### src/rtl/rom_loader_pkg.sv
// rom_loader_pkg: shared types and constants for the ROM loader.
//   wr_entry_t    : one buffered SDRAM word write {a, ds, d}
//   issue_state_t : SDRAM write issue FSM states
//   DS_*          : byte-enable encodings {hi, lo}
package rom_loader_pkg;

   typedef struct packed {
      logic [22:0] a;
      logic [1:0]  ds;
      logic [15:0] d;
   } wr_entry_t;

   typedef enum logic {
      IDLE,
      WAIT
   } issue_state_t;

   localparam logic [1:0] DS_LO   = 2'b01;
   localparam logic [1:0] DS_HI   = 2'b10;
   localparam logic [1:0] DS_BOTH = 2'b11;

endpackage

### src/rtl/rom_loader_fifo.sv
// rom_loader_fifo: synchronous FIFO of word-write entries.
// Ports:
//   clk_sys, reset_n    : clock, asynchronous active-low reset (flushes FIFO)
//   push, push_data     : write side; a push while full is dropped
//   pop, pop_data       : read side; pop_data shows the head entry (first-word fall-through)
//   full, empty         : occupancy flags
//   overflow            : sticky, a push was dropped
module rom_loader_fifo
   import rom_loader_pkg::*;
#(
   parameter int DEPTH = 8
)(
   input  logic      clk_sys,
   input  logic      reset_n,
   input  logic      push,
   input  wr_entry_t push_data,
   input  logic      pop,
   output wr_entry_t pop_data,
   output logic      full,
   output logic      empty,
   output logic      overflow
);

   localparam int AW = $clog2(DEPTH);

   wr_entry_t   mem [DEPTH];
   logic [AW:0] wr_ptr;
   logic [AW:0] rd_ptr;
   logic        do_push;
   logic        do_pop;

   // Extra pointer MSB distinguishes full from empty when the indices match.
   assign empty    = (wr_ptr == rd_ptr);
   assign full     = (wr_ptr[AW] != rd_ptr[AW]) && (wr_ptr[AW-1:0] == rd_ptr[AW-1:0]);
   assign do_pop   = pop && !empty;
   // A pop in the same cycle frees the slot, so a push into a full FIFO still lands.
   assign do_push  = push && (!full || do_pop);
   assign pop_data = mem[rd_ptr[AW-1:0]];

   // NOTE: the storage array has no reset; only the pointers define which entries are valid,
   // and leaving the array unreset lets it map onto plain RAM/flop arrays without reset muxes.
   always_ff @(posedge clk_sys) begin
      if (do_push) mem[wr_ptr[AW-1:0]] <= push_data;
   end

   // NOTE: sequential state is assigned with non-blocking (<=) so every flop samples
   // pre-edge values regardless of statement order.
   always_ff @(posedge clk_sys or negedge reset_n) begin
      if (!reset_n) begin
         wr_ptr   <= '0;
         rd_ptr   <= '0;
         overflow <= 1'b0;
      end else begin
         if (do_push) wr_ptr <= wr_ptr + 1'b1;
         if (do_pop)  rd_ptr <= rd_ptr + 1'b1;
         if (push && !do_push) overflow <= 1'b1;
      end
   end

endmodule

### src/rtl/rom_loader.sv
// rom_loader: packs the data_io byte stream into 16-bit SDRAM word writes, buffers them,
// issues them over the toggle req/ack port, and holds the core in reset until the ROM is loaded.
// Optional: define ROM_LOADER_CSUM_EN to add rom_csum (16-bit wrapping sum of accepted bytes).
// Ports:
//   clk_sys, reset_n            : clock, asynchronous active-low reset
//   ioctl_download/index/wr/addr/dout : data_io download interface (byte stream)
//   soft_reset                  : restarts the reset hold counter
//   port_req/ack/a/ds/d/we      : SDRAM write port, toggle handshake
//   rom_loaded                  : sticky, all words of the download are acked
//   reset_out                   : active-high core reset
//   overflow                    : sticky, a word was dropped because the FIFO was full
//   rom_csum (optional)         : byte checksum of the download
module rom_loader
   import rom_loader_pkg::*;
#(
   parameter int         FIFO_DEPTH = 8,
   parameter int         RESET_HOLD = 65535,
   parameter logic [7:0] ROM_INDEX  = 8'd0
)(
   input  logic        clk_sys,
   input  logic        reset_n,
   input  logic        ioctl_download,
   input  logic [7:0]  ioctl_index,
   input  logic        ioctl_wr,
   input  logic [24:0] ioctl_addr,
   input  logic [7:0]  ioctl_dout,
   input  logic        soft_reset,
   output logic        port_req,
   input  logic        port_ack,
   output logic [22:0] port_a,
   output logic [1:0]  port_ds,
   output logic [15:0] port_d,
   output logic        port_we,
   output logic        rom_loaded,
   output logic        reset_out,
   output logic        overflow
`ifdef ROM_LOADER_CSUM_EN
   ,
   output logic [15:0] rom_csum
`endif
);

   localparam int                HOLD_W    = (RESET_HOLD > 1) ? $clog2(RESET_HOLD + 1) : 1;
   localparam logic [HOLD_W-1:0] HOLD_INIT = HOLD_W'(RESET_HOLD);

   // ---------------- byte capture ----------------
   logic        wr_d, dl_d, dl_seen;
   logic        idx_ok, capture, dl_start, dl_fall;
   logic [22:0] byte_a;

   assign idx_ok   = (ioctl_index == ROM_INDEX);
   assign capture  = ioctl_wr && !wr_d && ioctl_download && idx_ok;
   assign dl_start = ioctl_download && !dl_d && idx_ok;
   assign dl_fall  = dl_d && !ioctl_download;
   assign byte_a   = ioctl_addr[23:1];

   // ---------------- packing ----------------
   logic        pend_v, carry_v;
   logic [22:0] pend_a;
   logic [7:0]  pend_d;
   wr_entry_t   carry_e, pend_entry, hi_entry, push_e;
   logic        push, pend_load, pend_clear, carry_load;

   assign pend_entry = '{a: pend_a, ds: DS_LO, d: {8'h00, pend_d}};
   assign hi_entry   = '{a: byte_a, ds: DS_HI, d: {ioctl_dout, 8'h00}};

   // Captures are at least two cycles apart (the strobe must drop in between), so the
   // carried second push of an odd byte never collides with the next capture.
   // NOTE: every always_comb output gets a default first so no path leaves it unassigned
   // (which would infer a latch).
   always_comb begin
      push       = 1'b0;
      push_e     = pend_entry;
      pend_load  = 1'b0;
      pend_clear = 1'b0;
      carry_load = 1'b0;
      if (carry_v) begin
         push   = 1'b1;
         push_e = carry_e;
      end else if (capture) begin
         if (!ioctl_addr[0]) begin
            push      = pend_v;
            pend_load = 1'b1;
         end else if (pend_v && pend_a == byte_a) begin
            push       = 1'b1;
            push_e     = '{a: byte_a, ds: DS_BOTH, d: {ioctl_dout, pend_d}};
            pend_clear = 1'b1;
         end else if (pend_v) begin
            push       = 1'b1;
            pend_clear = 1'b1;
            carry_load = 1'b1;
         end else begin
            push   = 1'b1;
            push_e = hi_entry;
         end
      end else if (dl_fall && pend_v) begin
         push       = 1'b1;
         pend_clear = 1'b1;
      end
   end

   // ---------------- FIFO ----------------
   wr_entry_t head;
   logic      fifo_full, fifo_empty, pop;

   rom_loader_fifo #(.DEPTH(FIFO_DEPTH)) u_fifo (
      .clk_sys   (clk_sys),
      .reset_n   (reset_n),
      .push      (push),
      .push_data (push_e),
      .pop       (pop),
      .pop_data  (head),
      .full      (fifo_full),
      .empty     (fifo_empty),
      .overflow  (overflow)
   );

   // ---------------- issue FSM ----------------
   issue_state_t state, state_nxt;
   logic         busy, retire, load_done;

   assign busy = (port_req != port_ack);

   always_comb begin
      state_nxt = state;
      pop       = 1'b0;
      retire    = 1'b0;
      case (state)
         IDLE: if (!fifo_empty && !busy) begin
            pop       = 1'b1;
            state_nxt = WAIT;
         end
         WAIT: if (!busy) begin
            retire    = 1'b1;
            state_nxt = IDLE;
         end
         default: state_nxt = IDLE;
      endcase
   end

   assign load_done = !ioctl_download && dl_seen && fifo_empty && !pend_v && !carry_v &&
                      (state == IDLE) && !busy;

   // ---------------- reset generator ----------------
   logic [HOLD_W-1:0] hold_cnt, hold_nxt;

   always_comb begin
      hold_nxt = hold_cnt;
      if (!rom_loaded || soft_reset) hold_nxt = HOLD_INIT;
      else if (hold_cnt != '0)       hold_nxt = hold_cnt - 1'b1;
   end

   // reset_out registers the next count so a soft reset raises it on the very next edge.
   always_ff @(posedge clk_sys or negedge reset_n) begin
      if (!reset_n) begin
         wr_d       <= 1'b0;
         dl_d       <= 1'b0;
         dl_seen    <= 1'b0;
         pend_v     <= 1'b0;
         pend_a     <= '0;
         pend_d     <= '0;
         carry_v    <= 1'b0;
         carry_e    <= '0;
         rom_loaded <= 1'b0;
         hold_cnt   <= HOLD_INIT;
         reset_out  <= 1'b1;
         state      <= IDLE;
         port_req   <= 1'b0;
         port_we    <= 1'b0;
         port_a     <= '0;
         port_ds    <= '0;
         port_d     <= '0;
      end else begin
         wr_d      <= ioctl_wr;
         dl_d      <= ioctl_download;
         hold_cnt  <= hold_nxt;
         reset_out <= (hold_nxt != '0);
         state     <= state_nxt;
         if (dl_start) dl_seen <= 1'b1;
         if (pend_load) begin
            pend_v <= 1'b1;
            pend_a <= byte_a;
            pend_d <= ioctl_dout;
         end else if (pend_clear) begin
            pend_v <= 1'b0;
         end
         carry_v <= carry_load;
         if (carry_load) carry_e <= hi_entry;
         if (dl_start)       rom_loaded <= 1'b0;
         else if (load_done) rom_loaded <= 1'b1;
         if (pop) begin
            port_a   <= head.a;
            port_ds  <= head.ds;
            port_d   <= head.d;
            port_we  <= 1'b1;
            port_req <= ~port_req;
         end else if (retire) begin
            port_we <= 1'b0;
         end
      end
   end

`ifdef ROM_LOADER_CSUM_EN
   always_ff @(posedge clk_sys or negedge reset_n) begin
      if (!reset_n)      rom_csum <= '0;
      else if (dl_start) rom_csum <= capture ? {8'h00, ioctl_dout} : 16'h0000;
      else if (capture)  rom_csum <= rom_csum + {8'h00, ioctl_dout};
   end
`endif

   // Address bit 24 is beyond the SDRAM word range; FIFO full is not needed here.
   logic unused_bits;
   assign unused_bits = ^{ioctl_addr[24], fifo_full};

endmodule
### config.mk
export PLATFORM = sky130hd
export DESIGN_NAME = rom_loader
export DESIGN_NICKNAME = d
export VERILOG_FILES = /design/src/rtl/rom_loader_pkg.sv /design/src/rtl/rom_loader_fifo.sv /design/src/rtl/rom_loader.sv
export SDC_FILE = /design/constraint.sdc
export NUM_CORES = 1
export LEC_CHECK = 0
export CORE_MARGIN = 3
export CORE_UTILIZATION = 24
export DETAILED_ROUTE_END_ITERATION = 7
export PLACE_DENSITY = 0.41
export SLEW_MARGIN = 25
export SYNTH_ARGS = -nofsm -noshare
export SYNTH_HDL_FRONTEND = slang
export SYNTH_SLANG_ARGS = --single-unit
### constraint.sdc
create_clock -name clk_sys -period 9.53 [get_ports clk_sys]
set_input_delay 2.3825 -clock clk_sys [delete_from_list [all_inputs] [get_ports clk_sys]]
set_output_delay 2.3825 -clock clk_sys [all_outputs]
set_load 0.02 [all_outputs]
==> results.sh <==
export IMPL_syn_inst=1109
export IMPL_syn_nets=1160
export IMPL_cts_setup_buffers=0
export IMPL_drive_gt1_share_pct=25.1
export IMPL_io_buffer_count=91
export IMPL_slew_viol_final=0
export IMPL_fin_util_pct=29.5
export IMPL_syn_area_sq_um=18900
export IMPL_crit_required_ns=9.73
export IMPL_cts_buffers=54
export IMPL_ff2ff_setup_slack_ns=6.13
export IMPL_cts_resized_gates=0
export IMPL_routed_via_density=4.26
export IMPL_r2r_cells=7
export IMPL_setup_ws_ns=3.66
export IMPL_clockBufferDepth=3
export IMPL_path_cells="clkdlybuf4s50_1 > nor3b_1 > and4b_1 > o21ba_2 > o21bai_1 > or2_2 > nor3b_2 > buf_4"
export IMPL_hold_class="reg -> reg"
export IMPL_post_drt_wl_per_cell_um=20.5
export IMPL_post_route_period_util_pct=61.6
export IMPL_die_height_um=287
export IMPL_clk_latency_ns=0.59
export IMPL_drt_iter0_markers=527
export IMPL_grt_pass1_wl_um=70700
export IMPL_cp_data_arrival_time_ns=6.07
export IMPL_worst_pin_slew_ns=1.02
export IMPL_synth_ff_type="edfxtp_1"
export IMPL_maxSlewHeadroom_pct=31.6
export IMPL_hold_viol=0
export IMPL_cts_num_sinks=467
export IMPL_clock_fmax_ghz=0.170
export IMPL_finalClockSkew_ns=0.0277
export IMPL_fillerInstances=7779
export IMPL_tns_ns=0
export IMPL_clk_pin_slew_ns=0.06
export IMPL_yosys_warnings=0
export IMPL_track_usage_pct=11.6
export IMPL_hpwl_um=27000
export IMPL_end_kind="flip-flop"
export IMPL_via_count=9843
export IMPL_drcViolationCount=0
export IMPL_ir_worst_vdd_uv=158
export IMPL_grt_ovfl_total=0
export IMPL_status="completed"
export IMPL_cpMaxStageDelayCell="nor3b_1"
export IMPL_max_stage_delay_ns=0.88
export IMPL_min_period_ns=5.87
export IMPL_grt_pass1_vias=10500
export IMPL_fin_nets=1273
export IMPL_cts_root_buf="clkbuf_16"
export IMPL_path_class="in -> reg"
export IMPL_antenna_found_initial=2
export IMPL_wirelength_um=47300
export IMPL_synthDistinctLibCells=56
export IMPL_r2r_end="carry_e[30]"
export IMPL_synth_area_per_cell_sq_um=17.1
export IMPL_worstHoldStart="dl_seen"
export IMPL_rr_startpoint="pend_a[4]"
export IMPL_dp_slack_ns=3.07
export IMPL_yosysSeqAreaShare_pct=70.4
export IMPL_multi_input_area_sq_um=5410
export IMPL_critPathLaunchType="input port"
export IMPL_dieArea_sq_um=82400
export IMPL_async_reset_ff_share_pct=29.8
export IMPL_drtAntennaViolNets=0
export IMPL_ys_ff_latch=467
export IMPL_die_w_um=287
export IMPL_hold_path_depth=1
export IMPL_drv_cap=0
export IMPL_cts_hold_buf=0
export IMPL_p_per_area_nw_per_um2=242
export IMPL_grt_max_degree=87
export IMPL_dr_pass1_iters=4
export IMPL_rsz0062_at_grt="no"
export IMPL_core_area_sq_um=77800
export IMPL_top_level_ports=93
export IMPL_gp_congestion=0.734
export IMPL_leakagePower_nw=7.86
export IMPL_area_growth_pct=21.2
export IMPL_rows=102
export IMPL_path_max_fanout=27
export IMPL_synth_edff_count=328
export IMPL_setup_violations=0
export IMPL_htree_levels=2
export IMPL_cts_tree="done"
export IMPL_holdPathEnd="dl_seen"
export IMPL_start_util_pct=24.3
export IMPL_ff_latch_area_sq_um=13400
## synth_stat cells, types with 20 or more instances
cell	count	share of area (%)
edfxtp_1	328	52
nand2_1	91	1.8
or3b_2	20	0.92
clkbuf_1	44	0.87
xor2_1	28	1.3
mux2_2	63	3.7
nand3_1	33	0.87
mux4_2	82	9.7
dfrtp_1	122	16
o21ai_0	56	1.5
nand3b_1	26	1.0
mux2i_1	44	2.3
## how the worst max path moves through the flow
stage	startpoint	endpoint	depth (start not counted)
after global routing	ioctl_download	u_fifo.mem[6][6]	8
after CTS	ioctl_download	u_fifo.mem[6][6]	8
final	ioctl_download	u_fifo.mem[6][6]	8
after detailed placement	ioctl_download	u_fifo.mem[6][12]	8
after floorplan	ioctl_index[3]	u_fifo.mem[1][0]	6
after global placement	ioctl_download	u_fifo.mem[6][12]	8
## cell families after synthesis
logic type / synth area share, %
flip-flops: 70.4
AND/OR/NAND/NOR: 7.78
multiplexers: 15.9
AO/OA/AOI/OAI: 2.36
buffers and inverters: 1.43
XOR/XNOR: 1.85
adder cells (fa/ha/maj): 0.264
## power breakdown
group          leakage, nW  internal (mW)  switching [mW]  total [mW]
Combinational         2.49          0.516           0.576        1.09
Sequential            4.51           2.26           0.163        2.43
Clock                0.860           1.21           0.837        2.04
Total                 7.86           3.99            1.58        5.56
## metrics by stage
step           instance area [sq um]  instances  power, mW  hold WS [ns]
4_1_cts                        22900       2306       5.69         0.464
6_report                       23000       2309       5.56         0.459
3_3_place_gp                   21200       2205       3.59         0.446
2_1_floorplan                  18900       1109       3.12         0.430
5_1_grt                        23000       2307       5.87         0.480
3_5_place_dp                   21200       2205       3.60         0.449
## worst max-delay path, delay by kind of cell
family          cells  cell delay, ns
simple gates        4            2.00
buf+inv             2            1.20
compound gates      2            0.46
## registers in the layout (all words and copies together), names as in the netlist
name,cells
port_d,16
port_req,1
reset_out,1
carry_v,1
dl_d,1
pend_a,23
dl_seen,1
carry_e,32
wr_d,1
pend_d,8
pend_v,1
hold_cnt,16
port_a,23
u_fifo.wr_ptr,4
u_fifo.rd_ptr,4
rom_loaded,1
port_we,1
port_ds,2
u_fifo.overflow,1
state,1
u_fifo.mem,328
## cell type report
type / count / area share (%)
clock inverters: 26 / 1.05
clock buffers: 75 / 6.54
diodes: 2 / 0.0218
flip-flops and latches: 467 / 58.2
multi-input cells: 573 / 23.5
well taps: 1040 / 5.66
inverters: 9 / 0.147
repair buffers: 117 / 4.89
## layout by cell type (no fill, tap or decap), types with 28 or more instances in the layout
master / count
xor2_1: 28
clkdlybuf4s50_1: 90
mux4_2: 82
clkbuf_16: 55
nand3_1: 33
edfxtp_1: 328
o21ai_0: 56
nand2_1: 90
mux2_2: 63
mux2i_1: 44
dfrtp_1: 118
## per-layer routing
metal | vias to the layer above | track usage [%] | share of wire, %
met5 | - | 0 | 0.027
met2 | 178 | 18.5 | 46
met4 | 2 | 2.81 | 1.9
met1 | 5079 | 16.1 | 47
met3 | 64 | 2.41 | 4.8
li1 | 4520 | - | -
Power figures use the tool's default switching activity.
